## src/rtl/figure_selector.sv

```systemverilog
// figure_selector: turns raw next/previous push-buttons into a one-hot
// figure select for the text overlay. Each button is synchronised and
// debounced, and each press becomes one step through the nine figures.
// The step is applied only on frame_start so the caption changes between
// frames and never part-way through one.
module figure_selector #(
    parameter int unsigned DEBOUNCE_CYCLES = 500000,
    parameter int unsigned CNT_W           = $clog2(DEBOUNCE_CYCLES)
) (
    input  logic       clk,
    input  logic       reset_n,
    input  logic       btn_next,
    input  logic       btn_prev,
    input  logic       frame_start,
    output logic [3:0] fig_index,
    output logic       circle_select,
    output logic       square_select,
    output logic       triangle_select,
    output logic       oval_select,
    output logic       rectangle_select,
    output logic       diamond_select,
    output logic       hexagon_select,
    output logic       pentagon_select,
    output logic       star_select
);

    typedef enum logic [1:0] {
        REQ_NONE = 2'd0,
        REQ_NEXT = 2'd1,
        REQ_PREV = 2'd2
    } req_e;

    localparam logic [CNT_W-1:0] CNT_MAX  = CNT_W'(DEBOUNCE_CYCLES - 1);
    localparam logic [3:0]       LAST_FIG = 4'd8;

    // Bit 0 carries the "next" button, bit 1 the "previous" button.
    logic [1:0]       btn_raw;
    logic [1:0]       sync1_q;
    logic [1:0]       sync2_q;
    logic [1:0]       deb_q;
    logic [1:0]       deb_d;
    logic [1:0]       edge_q;
    logic [CNT_W-1:0] cnt_q [2];
    logic [CNT_W-1:0] cnt_d [2];
    logic [1:0]       press;

    req_e             pend_q;
    req_e             pulse_req;
    req_e             eff_req;
    logic [3:0]       fig_q;
    logic [3:0]       fig_d;
    logic [8:0]       sel_q;

    assign btn_raw = {btn_prev, btn_next};

    // A press is the cycle where the debounced level is high but its
    // one-cycle-delayed copy is still low; releases produce nothing.
    assign press = deb_q & ~edge_q;

    // Two-flop synchroniser for the asynchronous buttons.
    always_ff @(posedge clk or negedge reset_n) begin
        if (!reset_n) begin
            sync1_q <= '0;
            sync2_q <= '0;
        end else begin
            sync1_q <= btn_raw;
            sync2_q <= sync1_q;
        end
    end

    // Debounce next-state: count mismatched cycles, accept the synced level
    // once it has differed for DEBOUNCE_CYCLES consecutive cycles.
    always_comb begin
        deb_d = deb_q;
        cnt_d = '{default: '0};
        for (int unsigned i = 0; i < 2; i++) begin
            if (sync2_q[i] != deb_q[i]) begin
                if (cnt_q[i] == CNT_MAX) begin
                    deb_d[i] = sync2_q[i];
                end else begin
                    cnt_d[i] = cnt_q[i] + 1'b1;
                end
            end
        end
    end

    // Debounced levels, their delayed copies for edge detection, counters.
    always_ff @(posedge clk or negedge reset_n) begin
        if (!reset_n) begin
            deb_q    <= '0;
            edge_q   <= '0;
            cnt_q[0] <= '0;
            cnt_q[1] <= '0;
        end else begin
            deb_q    <= deb_d;
            edge_q   <= deb_q;
            cnt_q[0] <= cnt_d[0];
            cnt_q[1] <= cnt_d[1];
        end
    end

    // Translate this cycle's press pulses into a request; both at once cancel.
    always_comb begin
        unique case (press)
            2'b01:   pulse_req = REQ_NEXT;
            2'b10:   pulse_req = REQ_PREV;
            default: pulse_req = REQ_NONE;
        endcase
    end

    // Next figure index: a same-cycle pulse takes priority over the pending request.
    always_comb begin
        eff_req = (press != 2'b00) ? pulse_req : pend_q;
        fig_d   = fig_q;
        if (frame_start) begin
            unique case (eff_req)
                REQ_NEXT: fig_d = (fig_q == LAST_FIG) ? 4'd0 : fig_q + 4'd1;
                REQ_PREV: fig_d = (fig_q == 4'd0) ? LAST_FIG : fig_q - 4'd1;
                default:  fig_d = fig_q;
            endcase
        end
    end

    // Pending-request state, figure index and registered one-hot selects.
    always_ff @(posedge clk or negedge reset_n) begin
        if (!reset_n) begin
            pend_q <= REQ_NONE;
            fig_q  <= '0;
            sel_q  <= 9'd1;
        end else begin
            if (frame_start) begin
                pend_q <= REQ_NONE;
            end else if (press != 2'b00) begin
                pend_q <= pulse_req;
            end
            fig_q <= fig_d;
            sel_q <= 9'd1 << fig_d;
        end
    end

    assign fig_index        = fig_q;
    assign circle_select    = sel_q[0];
    assign square_select    = sel_q[1];
    assign triangle_select  = sel_q[2];
    assign oval_select      = sel_q[3];
    assign rectangle_select = sel_q[4];
    assign diamond_select   = sel_q[5];
    assign hexagon_select   = sel_q[6];
    assign pentagon_select  = sel_q[7];
    assign star_select      = sel_q[8];

endmodule

```

## config.mk

```make
export PLATFORM = sky130hd
export DESIGN_NAME = figure_selector
export DESIGN_NICKNAME = d
export VERILOG_FILES = /design/src/rtl/figure_selector.sv
export SDC_FILE = /design/constraint.sdc
export NUM_CORES = 1
export LEC_CHECK = 0
export BUFFER_PORTS_ARGS = -buffer_cell sky130_fd_sc_hd__buf_2
export CELL_PAD_IN_SITES_DETAIL_PLACEMENT = 0
export CELL_PAD_IN_SITES_GLOBAL_PLACEMENT = 1
export CORE_ASPECT_RATIO = 1.2
export CORE_MARGIN = 3
export CORE_UTILIZATION = 50
export CTS_CLUSTER_DIAMETER = 60
export DETAILED_ROUTE_END_ITERATION = 10
export PLACE_DENSITY = 0.89
export RECOVER_POWER = 50
export REMOVE_ABC_BUFFERS = 1
export SETUP_SLACK_MARGIN = 0.05
export SLEW_MARGIN = 20
export SYNTH_ARGS = -nofsm -noshare
export SYNTH_HDL_FRONTEND = slang
export SYNTH_SLANG_ARGS = --single-unit
```

## constraint.sdc

```tcl
create_clock -name clk -period 3.75 [get_ports clk]
set_clock_uncertainty 0.1 [all_clocks]
set_input_delay 0.375 -clock clk [delete_from_list [all_inputs] [get_ports clk]]
set_output_delay 0.375 -clock clk [all_outputs]
set_load 0.02 [all_outputs]
```

## Word-level counts from Yosys, hierarchy flattened

Cells that the tools add are included.

- Add/sub/neg operators: 4
- Equality and inequality tests: 9
- Shifts and indexed selects: 1
- Mux-type cells: 11
- Bitwise gates (word level): 2
- Reductions and logical operators: 4

Operators with widths:

| kind | number |
|---|---|
| 19-bit two-way mux | 4 |
| 19-bit by 1-bit adder with 19-bit output (second input constant) | 2 |
| 19-bit == test (second input constant) | 2 |
| 4-bit two-way mux | 3 |
| 1-bit by 4-bit << shifter with 9-bit output (first input constant) | 1 |
| 4-bit one-hot mux with 2 select lines | 1 |
| 4-bit by 1-bit adder with 4-bit output (second input constant) | 1 |
| 2-bit by 1-bit == test with 1-bit output (second input constant) | 2 |
| 2-bit == test (second input constant) | 2 |
| 4-bit == test (second input constant) | 1 |
| 4-bit zero test | 1 |
| 2-bit two-way mux | 2 |
| 2-bit one-hot mux with 2 select lines | 1 |
| 2-bit AND reduction | 2 |
| 4-bit by 1-bit subtractor with 4-bit output (second input constant) | 1 |
| 2-bit AND | 1 |
| 1-bit inequality test | 2 |
| 2-bit inverter | 1 |
| 2-bit nonzero test | 1 |

- Register bits: 61
- Input port bits: 5
- Output and inout port bits: 13
- Word-level logic and storage cells: 41

## Depth between registers and ports, before layout

Gate-level depths: netlist of the first run.

- Depth in word-level cells: 9
- Mapped depth: 11
- Depth with buffers taken out: 10

## Worst setup path before layout of the first run

Ideal clock, no wire load.

- Path kind: flip-flop to flip-flop
- Start: register deb_q[1]
- End: register sel_q[3]
- Library setup time: 87 ps
- Data arrival time: 2113 ps
- Required time: 3563 ps
- Slack: 1451 ps
- Stages on the path, launching flop included: 11
- Path buffers: 1
- Period minus slack after synthesis: 2299 ps
- Cell sequence: dfrtp_1 > nor2b_1 > o21bai_1 > inv_1 > ha_1 > and2b_1 > buf_6 > o221ai_1 > a22oi_1 > inv_1 > nor3_1

- Word-level cells in the longest chain between the ends: 8
- Elaborated cells between the ends (all ways): 11
- Classes of those cells: eq/ne (4); shift (1); mux (4); bitwise (1); reduce/logical (1)

Ends and longest elaborated chain:

| element | RTL line | source |
|---|---|---|
| start: declaration | 40 | `logic [1:0] deb_q;` |
| start signal: assignment | 90 | `deb_q <= '0;` |
| start signal: assignment | 95 | `deb_q <= deb_d;` |
| 2-bit AND (*) | 58 | `assign press = deb_q & ~edge_q;` |
| 2-bit == test / 2-bit by 1-bit == test with 1-bit output (equally long branches) | 104 | `unique case (press)` |
| 2-bit one-hot mux with 2 select lines | 104 |  |
| 2-bit two-way mux (*) | n/a |  |
| 2-bit == test / 2-bit by 1-bit == test with 1-bit output (equally long branches) | 116 | `unique case (eff_req)` |
| 4-bit one-hot mux with 2 select lines (*) | 116 |  |
| 4-bit two-way mux (*) | 115 | `if (frame_start) begin` |
| via fig_d[2] | 51 | `logic [3:0] fig_d;` |
| 1-bit by 4-bit << shifter with 9-bit output (*) | 137 | `sel_q <= 9'd1 << fig_d;` |
| end signal: assignment | 137 |  |
| end: declaration | 52 | `logic [8:0] sel_q;` |

The timed path passes the listed nets; every way through them passes the cells marked *.
A chain may end at the register's enable or synchronous reset.

## Worst setup path after layout of the first run

Same ends and word-level chain as after synthesis.

==> impl_results.md, run 1 <==
- H-Tree Level Count: 3
- Switch Pwr: 358.6 µW
- CTS tree: built
- # setup viols final: 0
- CP Cell Sequence: nor2b_1 -> o21bai_1 -> inv_1 -> ha_1 -> and2b_1 -> o221ai_1 -> a22oi_1 -> inv_1 -> nor3_1
- DRT Pass-1 Iters: 4
- Top Ports: 18
- Vias per std cell: 5.048
- Sw frac: 25.15%
- FP Rows: 30
- Fin util: 57.46%
- Area of the multi-input gates: 1319 µm²
- Final wirelength: 4.981 mm
- Synth warn: 0
- CP most frequent cell: inv_1
- PwrDens: 434.8 nW/µm²
- Worst reg-to-reg path cell count: 9
- Initial Utilization: 51.80%
- Main synth FF type: dfrtp_1
- Status: finished, violations left
- I/O Buffers: 17
- # clock sinks: 61
- Crit path launch type: flop
- CTS Buffer Depth: 2
- Max VDD drop: 0.0002585 V
- First-pass GRT wire length: 8.832 mm
- Relative slew slack: -21.35%
- Layout Nets: 321
- Hold path depth: 1
- Met2 global-route usage: 25.15%
- Worst min-delay path class: primary input to flop
- Total track usage: 15.91%
- GPL Wtd Cong: 0.8079
- Hold Path Origin: btn_next
- Area grow syn2layout: 10.92%
- HPWL after DPL: 3.532 mm
- Die H: 90.22 µm
- Antenna diodes: 0
- Worst-margin pin slew: 1820 ps
- Total grt overflow: 0
- Synth area leader: dfrtp_1
- Largest net degree at the start of global routing: 37
- Critical R2R Capture: sel_q[3]$_DFF_PN0_
- Crit path arrival time: 2850 ps
- WS Path Type: flop to flop
- WP buf/inv: 2
- Vias in the first global route: 2010
- Count of final max-slew check failures: 37
- Post-synth top cells: 60 x dfrtp_1, 57 x nor2_1, 28 x nand2_1
- Critical Path End Type: flop
- Routed Antenna Nets: 0
- CTS Hold Bufs: 0
- Worst skew pair latency: 330 ps
- Post-CTS Setup Inserts: 0
- Area share of the largest cell type after synthesis: 50.80%
- Initial antenna violation count: 0
- Max-cap violations: 1
- Reg power frac: 49.5%
- Crit share post-route: 72.11%
- Sequential fraction of the synthesis area: 51.69%
- Vias: 1989
- Min cycle time layout: 2704 ps
- Setup TNS Final: 0 ps
- Hold Vio Cnt, Final: 0
- Cells after Synth: 287
- Drt initial violations: 65
- Die area: 6873 µm²
- Die X-Extent: 76.18 µm
- Flop-to-flop setup slack: 1050 ps
- FILL cells: 525
- WP depth: 9
- Min-Delay Endpoint: sync1_q[0]$_DFF_PN0_
- Storage element area: 1528 µm²
- Leak Pwr: 1.477 nW
- Slowest Stage Delay on Critical Path: 410 ps
- # resized after CTS: 0
- Mapped Area: 2955 µm²
- Most frequent cell after synthesis: dfrtp_1
- Largest delay share family, worst path: compound AO/OA/AOI/OAI gates
- DR WL/cell: 12.64 µm
- Synth area leaders: dfrtp_1 51%, nor2_1 7.2%, xor2_1 5.6%
- Slowest stage cell, crit path: dfrtp_1
- Gr busiest metal: met2
- F_max: 369.8 MHz
- Global routing usage on met3: 3.307%
- RR Startpoint: deb_q[1]$_DFFE_PN0P_
- CTS Buf Count: 9
- Core ar.: 5705 µm²
- GR Layer Usage met1: 20.30%
- Critical path required time: 3890 ps
- Crit-path max FO: 9
- Clock Pin Slew Worst Setup and Hold Paths: 70 ps
- Unrepaired setup endpoints after global routing: false
- Count of cell types in the netlist: 46
- Post-Syn Area per Cell: 10.30 µm²
- DRC viols: 0
- CTS root buffer: clkbuf_8
- Share of layout cells above drive strength 1: 13.38%
- Logic pwr share: 8.8%
- Failing checks: max-capacitance violations, max-slew violations
- EDFF count, synth: 0
- Yosys reg bits: 61
- Clock share of power: 41.7%
- Int Power: 1.067 mW
- Async SR Flop Fraction: 100.0%
==> per-stage QoR <==
| step | area [µm²] | std cells | power [mW] | hold slack [ps] | setup WS, ps |
|---|---|---|---|---|---|
| after floorplan | 2880 | 280 | 0.7954 | -20.59 | 1396 |
| after global placement | 3073 | 378 | 0.8448 | 235.9 | 1198 |
| after detailed placement | 3073 | 378 | 0.8463 | 236.3 | 1037 |
| after CTS | 3283 | 394 | 1.447 | 26.90 | 1028 |
| after global routing | 3278 | 394 | 1.499 | 20.81 | 515.6 |
| final | 3278 | 394 | 1.425 | 50.01 | 1046 |
==> metal layers <==
metal	wire [µm]	vias to the layer above
met1	2386	946
met5	0	-
met2	2396	15
met3	108	8
met4	89	0
li1	-	1020
==> area by class of cell <==
class / instances / share of cell area [%]
multi-input combinational: 210 / 40.23
clock buffer: 11 / 4.618
sequential: 61 / 46.60
timing repair buffer: 18 / 2.672
clock inverter: 5 / 1.794
tap: 80 / 3.053
inverter: 9 / 1.031
==> cells by family (layout without fill, tap and decap cells) <==
group	count (synthesis)	count (layout)	share of synthesized area, %
and+or+nand+nor	146	146	25.06
DFF	61	61	51.69
xor gates and xnor gates	36	36	10.67
AOI/OAI and AO/OA	18	18	4.827
buffers and inverters	16	43	3.683
adders and majority gates	7	7	2.963
muxes	3	3	1.101
==> state kept, by name (all words and copies together), names as in the netlist <==
register   cells
cnt_q         38
deb_q          2
edge_q         2
fig_index      4
pend_q         2
sel_q          9
sync1_q        2
sync2_q        2
==> power by group through the flow <==
| stage | Clock (mW) | Sequential, mW | Combinational (mW) |
|---|---|---|---|
| global route | 0.646 | 0.710 | 0.143 |
| floorplan | 0 | 0.731 | 0.0640 |
| CTS | 0.612 | 0.706 | 0.129 |
| global placement | 0 | 0.717 | 0.128 |
| finish | 0.594 | 0.706 | 0.126 |
| detailed placement | 0 | 0.718 | 0.128 |
==> worst max path at each step <==
stage,from,to,slack (ps)
6_report,deb_q[1]$_DFFE_PN0P_,sel_q[3]$_DFF_PN0_,1050
5_1_grt,reset_n,sel_q[5]$_DFF_PN0_,520
4_1_cts,deb_q[1]$_DFFE_PN0P_,sel_q[3]$_DFF_PN0_,1030
3_5_place_dp,deb_q[1]$_DFFE_PN0P_,sel_q[3]$_DFF_PN0_,1040
3_3_place_gp,deb_q[1]$_DFFE_PN0P_,sel_q[3]$_DFF_PN0_,1200
2_1_floorplan,deb_q[1]$_DFFE_PN0P_,sel_q[3]$_DFF_PN0_,1400
==> worst reg2reg max path: cells and delay by family (launching register included) <==
| family | cells | cell delay (ps) |
|---|---|---|
| adders and majority gates | 1 | 280 |
| buffers and inverters | 2 | 280 |
| AOI/OAI and AO/OA | 3 | 820 |
| DFF | 1 | 410 |
| and+or+nand+nor | 3 | 730 |
==> layout by cell type, fill, tap and decap left out, types with 2 or more instances in the layout <==
cell and instances:
a21oi_1 2, and3_1 6, and4_1 5, buf_2 16
clkbuf_1 2, clkbuf_8 11, clkinvlp_4 2, dfrtp_1 60
ha_1 7, inv_1 9, mux2_2 2, nand2_1 28
nand2b_1 2, nand3_1 15, nand4_1 7, nor2_1 57
nor2b_1 2, nor3_1 5, nor4_1 2, nor4_2 3
nor4b_1 3, nor4bb_1 2, o21ai_0 3, o21bai_1 2
or2_1 2, xnor2_1 17, xor2_1 19
No activity file was read; power rests on OpenSTA's default activity.
==> run 2: changes to the inputs <==
Settings changed: CORE_UTILIZATION 50 to 48, PLACE_DENSITY 0.89 to 0.86.
Clock period 3.75 ns to 2.5 ns, I/O delays scaled along.
==> run 2 against run 1 <==
Against the previous run: fmax grew 17%; the flow now finishes without violations; setup slack worse by 850 ps; die area up 3.9%; worst hold slack got worse by 14 ps; combinational power grew 75%; utilization rose by 0.57 points; routed wire length is 7.1% higher; sequential power up 50%; total power increased by 40%; count of clock-buffer cells in the layout decreased by 1; critical path depth is 1 higher.
==> impl_results.md, run 2 (synthesis gave the netlist of run 1 again) <==
- DRC viols: 0 (unchanged)
- Crit path launch type: flop (unchanged)
- Crit-path max FO: 5 (was 9)
- Worst-margin pin slew: 1102 ps (was 1820 ps)
- Max VDD drop: 0.0004345 V (was 0.0002585 V)
- HPWL after DPL: 3.627 mm (was 3.532 mm)
- Commonest non-fill, non-tap cells in the layout: 60 x dfrtp_1, 57 x nor2_1, 28 x nand2_1 (unchanged)
- Unrepaired setup endpoints after global routing: false (unchanged)
- Most common cell after layout, fill and taps aside: dfrtp_1 (unchanged)
- Int Power: 1.467 mW (was 1.067 mW)
- PwrDens: 589.5 nW/µm² (was 434.8 nW/µm²)
- H-Tree Level Count: 3 (unchanged)
- Overall Power: 1.990 mW (was 1.425 mW)
- Vias: 2079 (was 1989)
- Share of layout cells above drive strength 1: 15.38% (was 13.38%)
- Clock Pin Slew Worst Setup and Hold Paths: 60 ps (was 70 ps)
- Clock share of power: 35.9% (was 41.7%)
- Core ar.: 5818 µm² (was 5705 µm²)
- DP Cell Count: 385 (was 378)
- WS Path Type: flop to flop (unchanged)
- Die H: 91.96 µm (was 90.22 µm)
- Top Ports: 18 (unchanged)
- Initial Utilization: 50.80% (was 51.80%)
- Final Non-Filler Cells: 405 (was 394)
- # clock sinks: 61 (unchanged)
- CTS Buf Count: 9 (unchanged)
- Leak Pwr: 1.497 nW (was 1.477 nW)
- Min cycle time layout: 2302 ps (was 2704 ps)
- Hold Vio Cnt, Final: 0 (unchanged)
- CTS Buffer Depth: 2 (unchanged)
- CTS root buffer: clkbuf_8 (unchanged)
- Vias per std cell: 5.133 (was 5.048)
- DR WL/cell: 13.18 µm (was 12.64 µm)
- Storage element area: 1528 µm² (unchanged)
- Slowest stage cell, crit path: dfrtp_1 (unchanged)
- I/O Buffers: 17 (unchanged)
- Crit path arrival time: 2460 ps (was 2850 ps)
- FP Rows: 30 (unchanged)
- Setup TNS Final: 0 ps (unchanged)
- Count of final max-slew check failures: 0 (was 37)
- Critical path required time: 2660 ps (was 3890 ps)
- Antenna diodes: 0 (unchanged)
- Status: finished, final reports clean (was finished, violations left)
- Critical Path End Type: flop (unchanged)
- Drt initial violations: 100 (was 65)
- Max-cap violations: 0 (was 1)
- Layout Nets: 335 (was 321)
- Total track usage: 16.37% (was 15.91%)
- Die X-Extent: 77.63 µm (was 76.18 µm)
- Final worst slack: 198.2 ps (was 1046 ps)
- Slowest Stage Delay on Critical Path: 410 ps (about the same)
- FILL cells: 503 (was 525)
- GPL Wtd Cong: 0.8138 (was 0.8079)
- Switch Pwr: 523.1 µW (was 358.6 µW)
- Routed Antenna Nets: 0 (unchanged)
- Sw frac: 26.29% (was 25.15%)
- Worst min-delay path class: primary input to flop (unchanged)
- Vias in the first global route: 2093 (was 2010)
- DRT Pass-1 Iters: 4 (unchanged)
- Relative slew slack: 26.53% (was -21.35%)
- Worst skew pair latency: 330 ps (about the same)
- Crit share post-route: 92.07% (was 72.11%)
- Initial antenna violation count: 0 (unchanged)
- Area grow syn2layout: 14.23% (was 10.92%)
- First-pass GRT wire length: 9.404 mm (was 8.832 mm)
- Reg power frac: 53.1% (was 49.5%)
- Worst slack at placement: 88.53 ps (was 1037 ps)
- Die area: 7138 µm² (was 6873 µm²)
- Biggest register: cnt_q (unchanged)
- Area of the multi-input gates: 1373 µm² (was 1319 µm²)
- CTS tree: built (unchanged)
- Largest register FFs: 38 (unchanged)
- # setup viols final: 0 (unchanged)
- F_max: 434.4 MHz (was 369.8 MHz)
- Logic pwr share: 11.1% (was 8.8%)
- Total grt overflow: 0 (unchanged)
- Largest net degree at the start of global routing: 26 (was 37)
- CP Cell Sequence: nor2b_1 -> o21bai_2 -> inv_1 -> ha_1 -> and2b_4 -> o221ai_1 -> a22oi_1 -> buf_4 -> nand2_1 -> nor2_1 (was nor2b_1 -> o21bai_1 -> inv_1 -> ha_1 -> and2b_1 -> o221ai_1 -> a22oi_1 -> inv_1 -> nor3_1)
- Final wirelength: 5.336 mm (was 4.981 mm)
run 2: changes by cell type in the layout (fill, tap and decap cells not counted), moves of 2 or more:
| cell | before | now |
|---|---|---|
| buf_4 | 0 | 10 |
| buf_2 | 16 | 8 |
| dlygate4sd3_1 | 0 | 3 |
| clkinvlp_4 | 2 | 0 |
| clkbuf_1 | 2 | 9 |
| clkinv_2 | 1 | 3 |
| clkbuf_2 | 0 | 2 |
run 2: through the flow:
| step | util [%] | hold WS, ps | area [µm²] |
|---|---|---|---|
| floorplan | - | -145.6 | 2880 |
| global placement | 53.72 | 123.4 | 3126 |
| detailed placement | 53.72 | 134.8 | 3126 |
| CTS | 56.86 | 5.963 | 3308 |
| global route | 58.02 | 17.48 | 3376 |
| finish | 58.02 | 35.89 | 3376 |
run 2: layer usage:
layer / up-vias / part of all wire [%] / routed length (µm) / global-route usage, %
met5: - / 0 / 0 / 0
met4: 0 / 1.7 / 89 / 7.715
met3: 9 / 3.2 / 173 / 4.519
met2: 25 / 46 / 2464 / 24.79
met1: 1001 / 49 / 2608 / 21.62
li1: 1044 / - / - / -
run 2: power by group through the flow:
stage,combinational (mW),sequential (mW),clock (mW)
floorplan,0.0960,1.10,0
global placement,0.209,1.07,0
detailed placement,0.213,1.07,0
CTS,0.218,1.05,0.736
global route,0.249,1.06,0.772
finish,0.220,1.06,0.714
run 2: worst paths after layout:
| kind | start | endpoint | slack (ps) | depth (start not counted) |
|---|---|---|---|---|
| min reg2reg | sync1_q[0]$_DFF_PN0_ | sync2_q[0]$_DFF_PN0_ | 250 | 0 |
| min | frame_start | pend_q[0]$_DFF_PN0_ | 40 | 2 |
| max | deb_q[1]$_DFFE_PN0P_ | sel_q[0]$_DFF_PN1_ | 200 | 10 |
| max reg2reg | deb_q[1]$_DFFE_PN0P_ | sel_q[0]$_DFF_PN1_ | 200 | 10 |
| max in group asynchronous | reset_n | pend_q[1]$_DFF_PN0_ | 580 | 3 |
| min in group asynchronous | reset_n | cnt_q[7]$_DFF_PN0_ | 550 | 2 |
run 2: cell type report:
class                      count  share of cell area [%]
clock buffer                  10                   4.077
clock inverter                 3                  0.4448
inverter                       9                   1.001
multi-input combinational    210                   40.66
sequential                    61                   45.26
tap                           80                   2.965
timing repair buffer          32                   5.597
run 2: timing repair:
item                                    4_1_cts  5_1_grt
setup buffers                                 0        4
gates resized for setup                       0       10
hold buffers                                  3        0
endpoints found under the hold margin        20        0
endpoints found under the setup margin        0       10
run 2: critical path: cells and delay by family (launching register included):
kind                     cells  cell delay [ps]
adder cells (fa/ha/maj)      1              290
buffers and inverters        2              280
AND/OR/NAND/NOR              4              610
AO/OA/AOI/OAI                3              560
flip-flops                   1              410
